$ cat src/rtl/quadrature_paddle.sv
// quadrature_paddle
//
// Front end for one player's rotary encoder. It synchronises the two raw
// encoder pins, debounces each pin on its own, and decodes the quadrature
// transitions. It turns full detents into a saturating paddle position and
// single-cycle step pulses for the pong core.
//
// Ports:
//   clk        system clock (pixel clock); all state changes on its rising edge
//   reset      asynchronous, active-low reset
//   enc_a      raw encoder pin A (asynchronous to clk)
//   enc_b      raw encoder pin B (asynchronous to clk)
//   enable     when low, position is frozen and steps are discarded
//   position   registered paddle position, clamped to [POS_MIN, POS_MAX]
//   step_up    one-cycle pulse per completed clockwise detent
//   step_down  one-cycle pulse per completed counter-clockwise detent
//   error      one-cycle pulse when both debounced pins change in the same cycle

module quadrature_paddle #(
    parameter int DEBOUNCE_CYCLES      = 1024,
    parameter int TRANSITIONS_PER_STEP = 4,
    parameter int POS_WIDTH            = 5,
    parameter int POS_MIN              = 0,
    parameter int POS_MAX              = 28,
    parameter int INIT_POS             = 14
) (
    input  logic                 clk,
    input  logic                 reset,
    input  logic                 enc_a,
    input  logic                 enc_b,
    input  logic                 enable,
    output logic [POS_WIDTH-1:0] position,
    output logic                 step_up,
    output logic                 step_down,
    output logic                 error
);

    // The debounce counter only has to count to DEBOUNCE_CYCLES-1. On that
    // count, the next mismatching cycle commits the new value.
    localparam int CNT_W = $clog2(DEBOUNCE_CYCLES);
    localparam logic [CNT_W-1:0] CNT_LAST = CNT_W'(DEBOUNCE_CYCLES - 1);

    localparam logic [POS_WIDTH-1:0] P_MIN  = POS_WIDTH'(POS_MIN);
    localparam logic [POS_WIDTH-1:0] P_MAX  = POS_WIDTH'(POS_MAX);
    localparam logic [POS_WIDTH-1:0] P_INIT = POS_WIDTH'(INIT_POS);

    // Step thresholds are held in 4 bits. +4 does not fit in the 3-bit
    // accumulator, so it is only seen on the widened sum.
    localparam logic signed [3:0] ACC_TOP = 4'(TRANSITIONS_PER_STEP);
    localparam logic signed [3:0] ACC_BOT = 4'(-TRANSITIONS_PER_STEP);

    typedef enum logic [1:0] {
        MOVE_NONE,
        MOVE_FWD,
        MOVE_REV,
        MOVE_ILLEGAL
    } move_t;

    // Bit 1 is pin A and bit 0 is pin B throughout.
    logic [1:0]           sync1;
    logic [1:0]           sync2;
    logic [1:0]           deb;
    logic [CNT_W-1:0]     cnt [2];
    logic [1:0]           ab_q;
    logic signed [2:0]    acc;

    move_t                move;
    logic signed [3:0]    acc_sum;
    logic signed [2:0]    acc_next;
    logic [POS_WIDTH-1:0] pos_next;
    logic                 up_next;
    logic                 down_next;
    logic                 err_next;

    // Two-flop synchroniser per pin. Reset to 1 because the pins idle high
    // at a detent, so releasing reset at rest produces no transition.
    always_ff @(posedge clk or negedge reset) begin
        if (!reset) begin
            sync1 <= 2'b11;
            sync2 <= 2'b11;
        end else begin
            sync1 <= {enc_a, enc_b};
            sync2 <= sync1;
        end
    end

    // Independent debouncer per pin. A pin's debounced value changes only
    // after the synchronised value has disagreed with it for DEBOUNCE_CYCLES
    // cycles in a row. Any cycle of agreement restarts the count.
    always_ff @(posedge clk or negedge reset) begin
        if (!reset) begin
            deb <= 2'b11;
            for (int i = 0; i < 2; i++) begin
                cnt[i] <= '0;
            end
        end else begin
            for (int i = 0; i < 2; i++) begin
                if (sync2[i] == deb[i]) begin
                    cnt[i] <= '0;
                end else if (cnt[i] == CNT_LAST) begin
                    deb[i] <= sync2[i];
                    cnt[i] <= '0;
                end else begin
                    cnt[i] <= cnt[i] + CNT_W'(1);
                end
            end
        end
    end

    // Classify the move from the previous debounced pair to the current one.
    // The forward cycle is 00 -> 10 -> 11 -> 01 -> 00. If both bits flip at
    // once the direction cannot be known.
    always_comb begin
        move = MOVE_NONE;
        case ({ab_q, deb})
            4'b00_10, 4'b10_11, 4'b11_01, 4'b01_00: move = MOVE_FWD;
            4'b10_00, 4'b11_10, 4'b01_11, 4'b00_01: move = MOVE_REV;
            4'b00_11, 4'b11_00, 4'b10_01, 4'b01_10: move = MOVE_ILLEGAL;
            default:                                move = MOVE_NONE;
        endcase
    end

    // Accumulate valid transitions. When a full detent is reached in either
    // direction, emit the step pulse and move the position, clamped to the
    // paddle range. With enable low the accumulator is held at zero, so no
    // partial detent survives into re-enable. error is still reported.
    always_comb begin
        acc_sum   = 4'(acc);
        acc_next  = acc;
        pos_next  = position;
        up_next   = 1'b0;
        down_next = 1'b0;
        err_next  = (move == MOVE_ILLEGAL);

        if (!enable) begin
            acc_next = '0;
        end else if (move == MOVE_FWD || move == MOVE_REV) begin
            if (move == MOVE_FWD) begin
                acc_sum = 4'(acc) + 4'sd1;
            end else begin
                acc_sum = 4'(acc) - 4'sd1;
            end

            if (acc_sum == ACC_TOP) begin
                up_next  = 1'b1;
                acc_next = '0;
                if (position < P_MAX) begin
                    pos_next = position + POS_WIDTH'(1);
                end
            end else if (acc_sum == ACC_BOT) begin
                down_next = 1'b1;
                acc_next  = '0;
                if (position > P_MIN) begin
                    pos_next = position - POS_WIDTH'(1);
                end
            end else begin
                acc_next = acc_sum[2:0];
            end
        end
    end

    // Decoder state and registered outputs. ab_q follows the debounced pair
    // even while disabled, so re-enabling never sees a stale transition.
    always_ff @(posedge clk or negedge reset) begin
        if (!reset) begin
            ab_q      <= 2'b11;
            acc       <= '0;
            position  <= P_INIT;
            step_up   <= 1'b0;
            step_down <= 1'b0;
            error     <= 1'b0;
        end else begin
            ab_q      <= deb;
            acc       <= acc_next;
            position  <= pos_next;
            step_up   <= up_next;
            step_down <= down_next;
            error     <= err_next;
        end
    end

endmodule

$ cat config.mk
export PLATFORM = sky130hd
export DESIGN_NAME = quadrature_paddle
export DESIGN_NICKNAME = d
export VERILOG_FILES = /design/src/rtl/quadrature_paddle.sv
export SDC_FILE = /design/constraint.sdc
export NUM_CORES = 1
export LEC_CHECK = 0
export CAP_MARGIN = 10
export CELL_PAD_IN_SITES_DETAIL_PLACEMENT = 1
export CELL_PAD_IN_SITES_GLOBAL_PLACEMENT = 2
export CORE_ASPECT_RATIO = 0.9
export CORE_MARGIN = 3
export CORE_UTILIZATION = 39
export DETAILED_ROUTE_END_ITERATION = 8
export MAX_ROUTING_LAYER = met4
export PLACE_DENSITY = 0.84
export RECOVER_POWER = 100
export SETUP_SLACK_MARGIN = 0.5
export SLEW_MARGIN = 10
export SYNTH_ARGS = -nofsm -noshare
export SYNTH_HDL_FRONTEND = slang
export SYNTH_SLANG_ARGS = --single-unit
$ cat constraint.sdc
create_clock -name clk -period 4.8 [get_ports clk]
set_clock_uncertainty 0.2 [all_clocks]
set_input_delay 0.96 -clock clk [delete_from_list [all_inputs] [get_ports clk]]
set_output_delay 0.96 -clock clk [all_outputs]
set_load 0.05 [all_outputs]
==> out/qor.yml, run 1 <==
min_path:
  min_to: "sync2[0]$_DFF_PN1_"
  worstHoldStart: "sync1[0]$_DFF_PN1_"
  hold_class: "reg2reg"
  hold_depth: 0
synthesis:
  synth_cell_type_count: 37
  synth_cells: 178
  synth_ff_type: "dfrtp_1"
  yosysWarnings: 0
  synth_area_um2: 1943
  synth_fp_nets: 193
  synth_edf_count: 0
  ys_ff_latch: 39
  seq_area_frac_synth_pct: 50.93
  syn_avg_cell_area_um2: 10.92
  synth-async-reset-ratio_pct: 100.0
global_routing:
  grt_antenna_before_repair: 0
  grt_max_degree: 40
  grt_usage_pct: 15.72
  grt_pass1_wl_um: 6789
  grt_pass1_vias: 1466
  grt_overflow: 0
run_status:
  outcome: "complete, but fails checks"
  violations: "max-capacitance violations, max-slew violations"
floorplanning:
  rows: 23
  die_area_um2: 5867
  initial_core_util_pct: 41.94
  core_area_um2: 4633
  num_io_pins: 13
  die_h_um: 72.97
  fp.dieW_um: 80.41
detailed_routing:
  dr.pass1.iters: 4
  wirelength_um: 3785
  ant_nets: 0
  route.met2.wl_um: 1941
  wl_per_cell_um: 14.67
  wl_met3_um: 90
  drt_iter0_drc: 26
  drc: 0
  met1_length_um: 1705
  routed-via-count: 1284
  highest_layer: "met4"
  vias_per_cell: 4.977
setup_path:
  critPathLaunchType: "register"
  worstPathArrival_ns: 4.13
  crit_type: "reg2reg"
  rr_startpoint: "deb[1]$_DFFE_PN1P_"
  r2r-end: "position[4]$_DFFE_PN0P_"
  worstSetupEndpointType: "register"
  crit_required_ns: 4.81
  cp_max_fo: 9
  r2r_slack_ns: 0.68
  r2r_cells: 14
timing:
  fin_crit_ns: 4.118
  setup_viol: 0
  setup_tns_ns: 0
  tightest_slew_ns: 2.078
  relSlewSlack_pct: -38.54
  post-route-period-util_pct: 85.79
  clock.fmax_mhz: 242.8
  slew_violations: 40
  hold_viol: 0
  rsz0062_at_grt: "no"
clock_tree:
  h-tree-depth: 2
  cts_inserted_buffers: 5
  clockBufferDepth: 2
  path_clk_slew_ns: 0.08
  cts_sinks: 39
  postCtsResizedCells: 0
  tritoncts: "built"
  clkLatencyLatePin_ns: 0.29
  cts_root_buf: "clkbuf_8"
pwr:
  ir_drop_mv: 0.1392
  p_leak_nw: 0.9716
  power_density_nw_per_um2: 266.7
layout:
  final_cell_area_um2: 2207
  area_growth_pct: 13.59
  finish.net_count: 210
  fillers: 521
  drive_gt1_share_pct: 10.20
  num_antenna_cells: 0
place:
  place_area_um2: 2125
  portBuffers: 12
  place_congestion: 0.7412
  hpwl_um: 2741
job:
  max-cap-violations: 1
## cell type report
type | count | area [µm²] | share of cell area [%]
Tap cell | 62 | 77.57 | 3.515
Clock inverter | 1 | 5.005 | 0.2268
Multi-Input combinational cell | 126 | 889.6 | 40.31
Timing Repair Buffer | 13 | 121.4 | 5.499
Clock buffer | 7 | 86.33 | 3.912
Sequential cell | 39 | 989.7 | 44.84
Inverter | 10 | 37.54 | 1.701
## timing repair
action                                  CTS  global route
setup buffers                             0             1
hold buffers                              0             0
endpoints found under the setup margin    0             1
## power breakdown
group	internal [mW]	total [mW]	switching [mW]
registers	0.336	0.340	0.00472
logic	0.00680	0.0204	0.0136
clock network	0.116	0.228	0.112
## worst max path at each step
stage                             from                 endpoint  slack [ns]  cells past startpoint
finish              deb[1]$_DFFE_PN1P_  position[4]$_DFFE_PN0P_        0.68                     14
global route        deb[1]$_DFFE_PN1P_  position[4]$_DFFE_PN0P_        0.34                     14
CTS                 deb[1]$_DFFE_PN1P_  position[4]$_DFFE_PN0P_        0.80                     13
detailed placement  deb[1]$_DFFE_PN1P_  position[4]$_DFFE_PN0P_        0.82                     13
global placement    deb[1]$_DFFE_PN1P_  position[4]$_DFFE_PN0P_        1.07                     13
floorplan           deb[1]$_DFFE_PN1P_  position[4]$_DFFE_PN0P_        1.04                     14
## synth_stat cells (4+ instances only)
library cell	instances	area [µm²]
nor2_1	19	71.32
and3_1	7	43.79
or3_1	5	31.28
xor2_1	10	87.58
ha_1	9	112.6
o21ai_0	5	25.02
xnor2_1	12	105.1
nand2_1	11	41.29
a21oi_1	4	20.02
inv_1	10	37.54
dfstp_2	11	289.0
nand3_1	8	40.04
dfrtp_1	28	700.7
## state kept, by name, summed over array words and instances, names as in the netlist
signal     count
error          1
sync1          2
sync2          2
step_up        1
position       5
step_down      1
deb            2
cnt           20
acc            3
ab_q           2
## cell usage in the layout (no fill, tap or decap), types with 2 or more instances in the layout
cell / n
dfstp_1: 2
clkbuf_8: 6
o21a_1: 2
nand3_1: 8
o21ai_0: 5
inv_1: 10
a21oi_1: 4
a211oi_1: 2
dlygate4sd3_1: 10
nor2_1: 19
and2_0: 2
nand2_1: 11
dfstp_2: 9
mux2i_1: 2
clkbuf_1: 2
mux2_1: 3
nor3_1: 2
ha_1: 9
or3_1: 5
and3_1: 7
dfrtp_1: 28
nor2b_1: 3
o211ai_1: 2
and4_1: 2
xnor2_1: 12
or2_0: 3
xor2_1: 11
## critical path, cell delays in order (launching register included)
cell       delay [ns]
dfstp_1          0.70
o21ai_0          0.14
o21ai_0          0.26
ha_1             0.23
inv_1            0.07
ha_1             0.31
ha_1             0.23
inv_1            0.10
a2111oi_4        0.44
xnor2_1          0.14
ha_1             0.24
o21a_1           0.19
or3_1            0.31
a211oi_1         0.29
xor2_1           0.18
## kinds of logic after synthesis
family,Yosys count,share of synthesized area (%)
mux,6,3.348
compound gates,19,7.598
buf+inv,13,2.511
xor+xnor,23,10.75
simple gates,68,18.03
flops,39,50.93
fa+ha+maj,10,6.826
## metrics by stage
stage / utilization [%] / cells / hold slack [ns] / setup WS [ns] / power [mW]
finish: 47.64 / 258 / 0.1591 / 0.6819 / 0.5887
global route: 47.64 / 258 / 0.1681 / 0.3376 / 0.6201
CTS: 47.83 / 257 / 0.1609 / 0.8048 / 0.6020
detailed placement: 45.85 / 249 / 0.1496 / 0.8219 / 0.3683
global placement: 45.85 / 249 / 0.1469 / 1.073 / 0.3666
floorplan: - / 178 / 0.1452 / 1.040 / 0.3550
## layer usage
metal / track usage [%] / vias to the layer above
met5: - / -
met4: 4.128 / 0
met3: 5.556 / 5
met2: 25.46 / 9
met1: 18.74 / 640
li1: - / 630
(Power assumes the default switching activity.)
==> run 2: changes to the inputs <==
Settings changed: SLEW_MARGIN 10 to 30.
==> results of run 2 <==
Final layout, timing and power as in run 1 (identical DEF).
==> run 3: changes to the inputs <==
Settings changed: ABC_AREA set to 1, CORE_UTILIZATION 39 to 36, PLACE_DENSITY 0.84 to 0.82.
==> run 3 against run 2 <==
  * The flow still finishes with violations (max-capacitance violations, max-slew violations)
  * Largest power group unchanged
  * Sequential share of layout area down 0.30 points
  * Routed wire length increased by 4.8%
  * Synthesized cell count is 24% higher
  * Largest cell class unchanged
  * Hold slack about the same
  * Sequential power hardly changed
  * Worst setup slack improved by 0.38 ns
==> out/qor.yml, run 3 <==
run_status:
  outcome: "complete, but fails checks"
  violations: "max-capacitance violations, max-slew violations"
layout:
  largest_reg_flops: 20
  finish.net_count: 254
  num_antenna_cells: 0
  area_growth_pct: 12.05
  drive_gt1_share_pct: 8.750
  final_cell_mix: "41 x nand2_1, 34 x inv_1, 29 x nor2_1, 28 x dfrtp_1"
  largestRegisters: "cnt (20), position (5), acc (3)"
  fillers: 611
  regMostFlops: "cnt"
  final_common_cell: "nand2_1"
clock_tree:
  tritoncts: "built"
  cts_setup_buffers: 0
  clkLatencyLatePin_ns: 0.30
  cts_root_buf: "clkbuf_8"
  clockBufferDepth: 2
  h-tree-depth: 2
  cts_sinks: 39
  cts_hold_buf: 0
  postCtsResizedCells: 0
  cts_inserted_buffers: 5
  path_clk_slew_ns: 0.08
setup_path:
  critPathLaunchType: "register"
  worstSetupEndpointType: "register"
  crit_required_ns: 4.79
  path_cells: "inv_1, o21ai_0, nand2_1, o31ai_1, inv_1, ha_1, fa_1, nand2_1, nand3_4, nor2_1, nand2_1, inv_1, nor2_1, ha_1, inv_1, nand2_1, nand3_1, nand2_1, nand2_1, nand2_1, nand2_1, nand2_1"
  worstPathArrival_ns: 3.73
  crit_type: "reg2reg"
  cp_max_fo: 7
  cp_slowest_cell: "dfstp_1"
  cp_common_cell: "nand2_1"
  critPathMaxStageDelay_ns: 0.61
  r2r_slack_ns: 1.06
detailed_routing:
  wl_per_cell_um: 13.00
  wirelength_um: 3966
  vias_per_cell: 4.856
  drt_iter0_drc: 78
  ant_nets: 0
  dr.pass1.iters: 4
  drc: 0
  routed-via-count: 1481
timing:
  clock.fmax_mhz: 267.7
  tightest_slew_ns: 2.056
  relSlewSlack_pct: -37.04
  hold_viol: 0
  rsz0062_at_grt: "no"
  slew_violations: 40
  setup_viol: 0
  fin_crit_ns: 3.736
  hold_ws_ns: 0.1589
  post-route-period-util_pct: 77.83
  setup_tns_ns: 0
place:
  place_congestion: 0.7465
  hpwl_um: 2967
  portBuffers: 12
synthesis:
  synth-async-reset-ratio_pct: 100.0
  ys_ff_latch: 39
  synth_cells: 220
  syn_avg_cell_area_um2: 9.014
  synth_area_um2: 1983
  synth_cell_type_count: 32
  yosysWarnings: 0
  synth_most_common_cell: "nand2_1"
  yosys-top-cells-area: "dfrtp_1 35%, dfstp_2 15%, nand2_1 7.4%"
  synth_ff_type: "dfrtp_1"
  synth_top_area_share_pct: 35.33
  seq_area_frac_synth_pct: 49.91
  synth_edf_count: 0
  synth_top_cell_by_area: "dfrtp_1"
  synth_top_cells_by_count: "39 x nand2_1, 34 x inv_1, 28 x dfrtp_1, 28 x nor2_1, 11 x dfstp_2"
  synth_fp_nets: 235
floorplanning:
  die_area_um2: 6436
  die_h_um: 76.41
  initial_core_util_pct: 39.08
  num_io_pins: 13
  core_area_um2: 5075
  fp.dieW_um: 84.24
  rows: 24
global_routing:
  grt_overflow: 0
  grt_pass1_wl_um: 7024
  grt_max_degree: 40
  grt_usage_pct: 13.92
  grt_antenna_before_repair: 0
  grt_pass1_vias: 1504
min_path:
  hold_class: "reg2reg"
pwr:
  ir_drop_mv: 0.1792
  power_density_nw_per_um2: 263.5
  p_leak_nw: 0.9904
job:
  max-cap-violations: 1
==> run 3: changes by cell type after synthesis, sizes merged, moves of 6 or more <==
cell,change
a21oi,+6
inv,+24
nand2,+31
nor2,+12
nor3,+6
xnor2,-7
xor2,-6
==> run 3: cell type report <==
cell class                      instances  area, µm²  share of cell area (%)
Clock buffer                            6      72.57                   3.266
Clock inverter                          2      12.51                  0.5631
Inverter                               34      127.6                   5.743
Multi-Input combinational cell        147      824.5                   37.11
Sequential cell                        39      989.7                   44.54
Tap cell                               65      81.33                   3.660
Timing Repair Buffer                   12      113.9                   5.124
==> run 3: cells by family (layout without fill, tap and decap cells) <==
kind of cell	count (synthesis)	after routing	synth area share, %
flops	39	39	49.91
simple gates	101	101	24.73
fa+ha+maj	10	10	6.688
xor+xnor	10	10	4.416
compound gates	26	26	7.824
buf+inv	34	54	6.435
==> run 3: metrics by stage <==
step,instances,power [mW],setup slack (ns),cell area (µm²),utilization [%]
floorplan,220,0.3556,1.805,1983,-
global placement,297,0.3687,1.559,2180,42.95
detailed placement,297,0.3694,1.433,2180,42.95
CTS,305,0.5978,1.403,2265,44.63
global route,305,0.6167,0.6681,2222,43.79
finish,305,0.5855,1.064,2222,43.79
==> run 3: critical path: cells and delay by family, from the launching register on <==
kind	cells	cell delay, ns
buf+inv	4	0.30
simple gates	13	1.43
compound gates	2	0.27
fa+ha+maj	3	0.81
flops	1	0.61
==> run 3: per-layer routing <==
| layer | GRT usage (%) | wire [µm] | vias to the layer above |
|---|---|---|---|
| li1 | - | - | 744 |
| met1 | 18.57 | 2040 | 718 |
| met2 | 20.27 | 1767 | 12 |
| met3 | 3.568 | 98 | 7 |
| met4 | 5.305 | 59 | 0 |
| met5 | - | 0 | - |
==> run 3: report_power, final <==
part           total (mW)  switching (mW)  internal (mW)
sequential          0.341         0.00545          0.336
clock               0.224           0.123          0.102
combinational      0.0201          0.0137        0.00639
==> run 3: worst paths after layout <==
kind,start,endpoint,cells after the start
max,deb[0]$_DFFE_PN1P_,position[4]$_DFFE_PN0P_,22
min in group asynchronous,reset,cnt[1]$_DFF_PN0_,1
min reg2reg,sync1[0]$_DFF_PN1_,sync2[0]$_DFF_PN1_,0
min,sync1[0]$_DFF_PN1_,sync2[0]$_DFF_PN1_,0
max reg2reg,deb[0]$_DFFE_PN1P_,position[4]$_DFFE_PN0P_,22
max in group asynchronous,reset,error$_DFF_PN0_,1
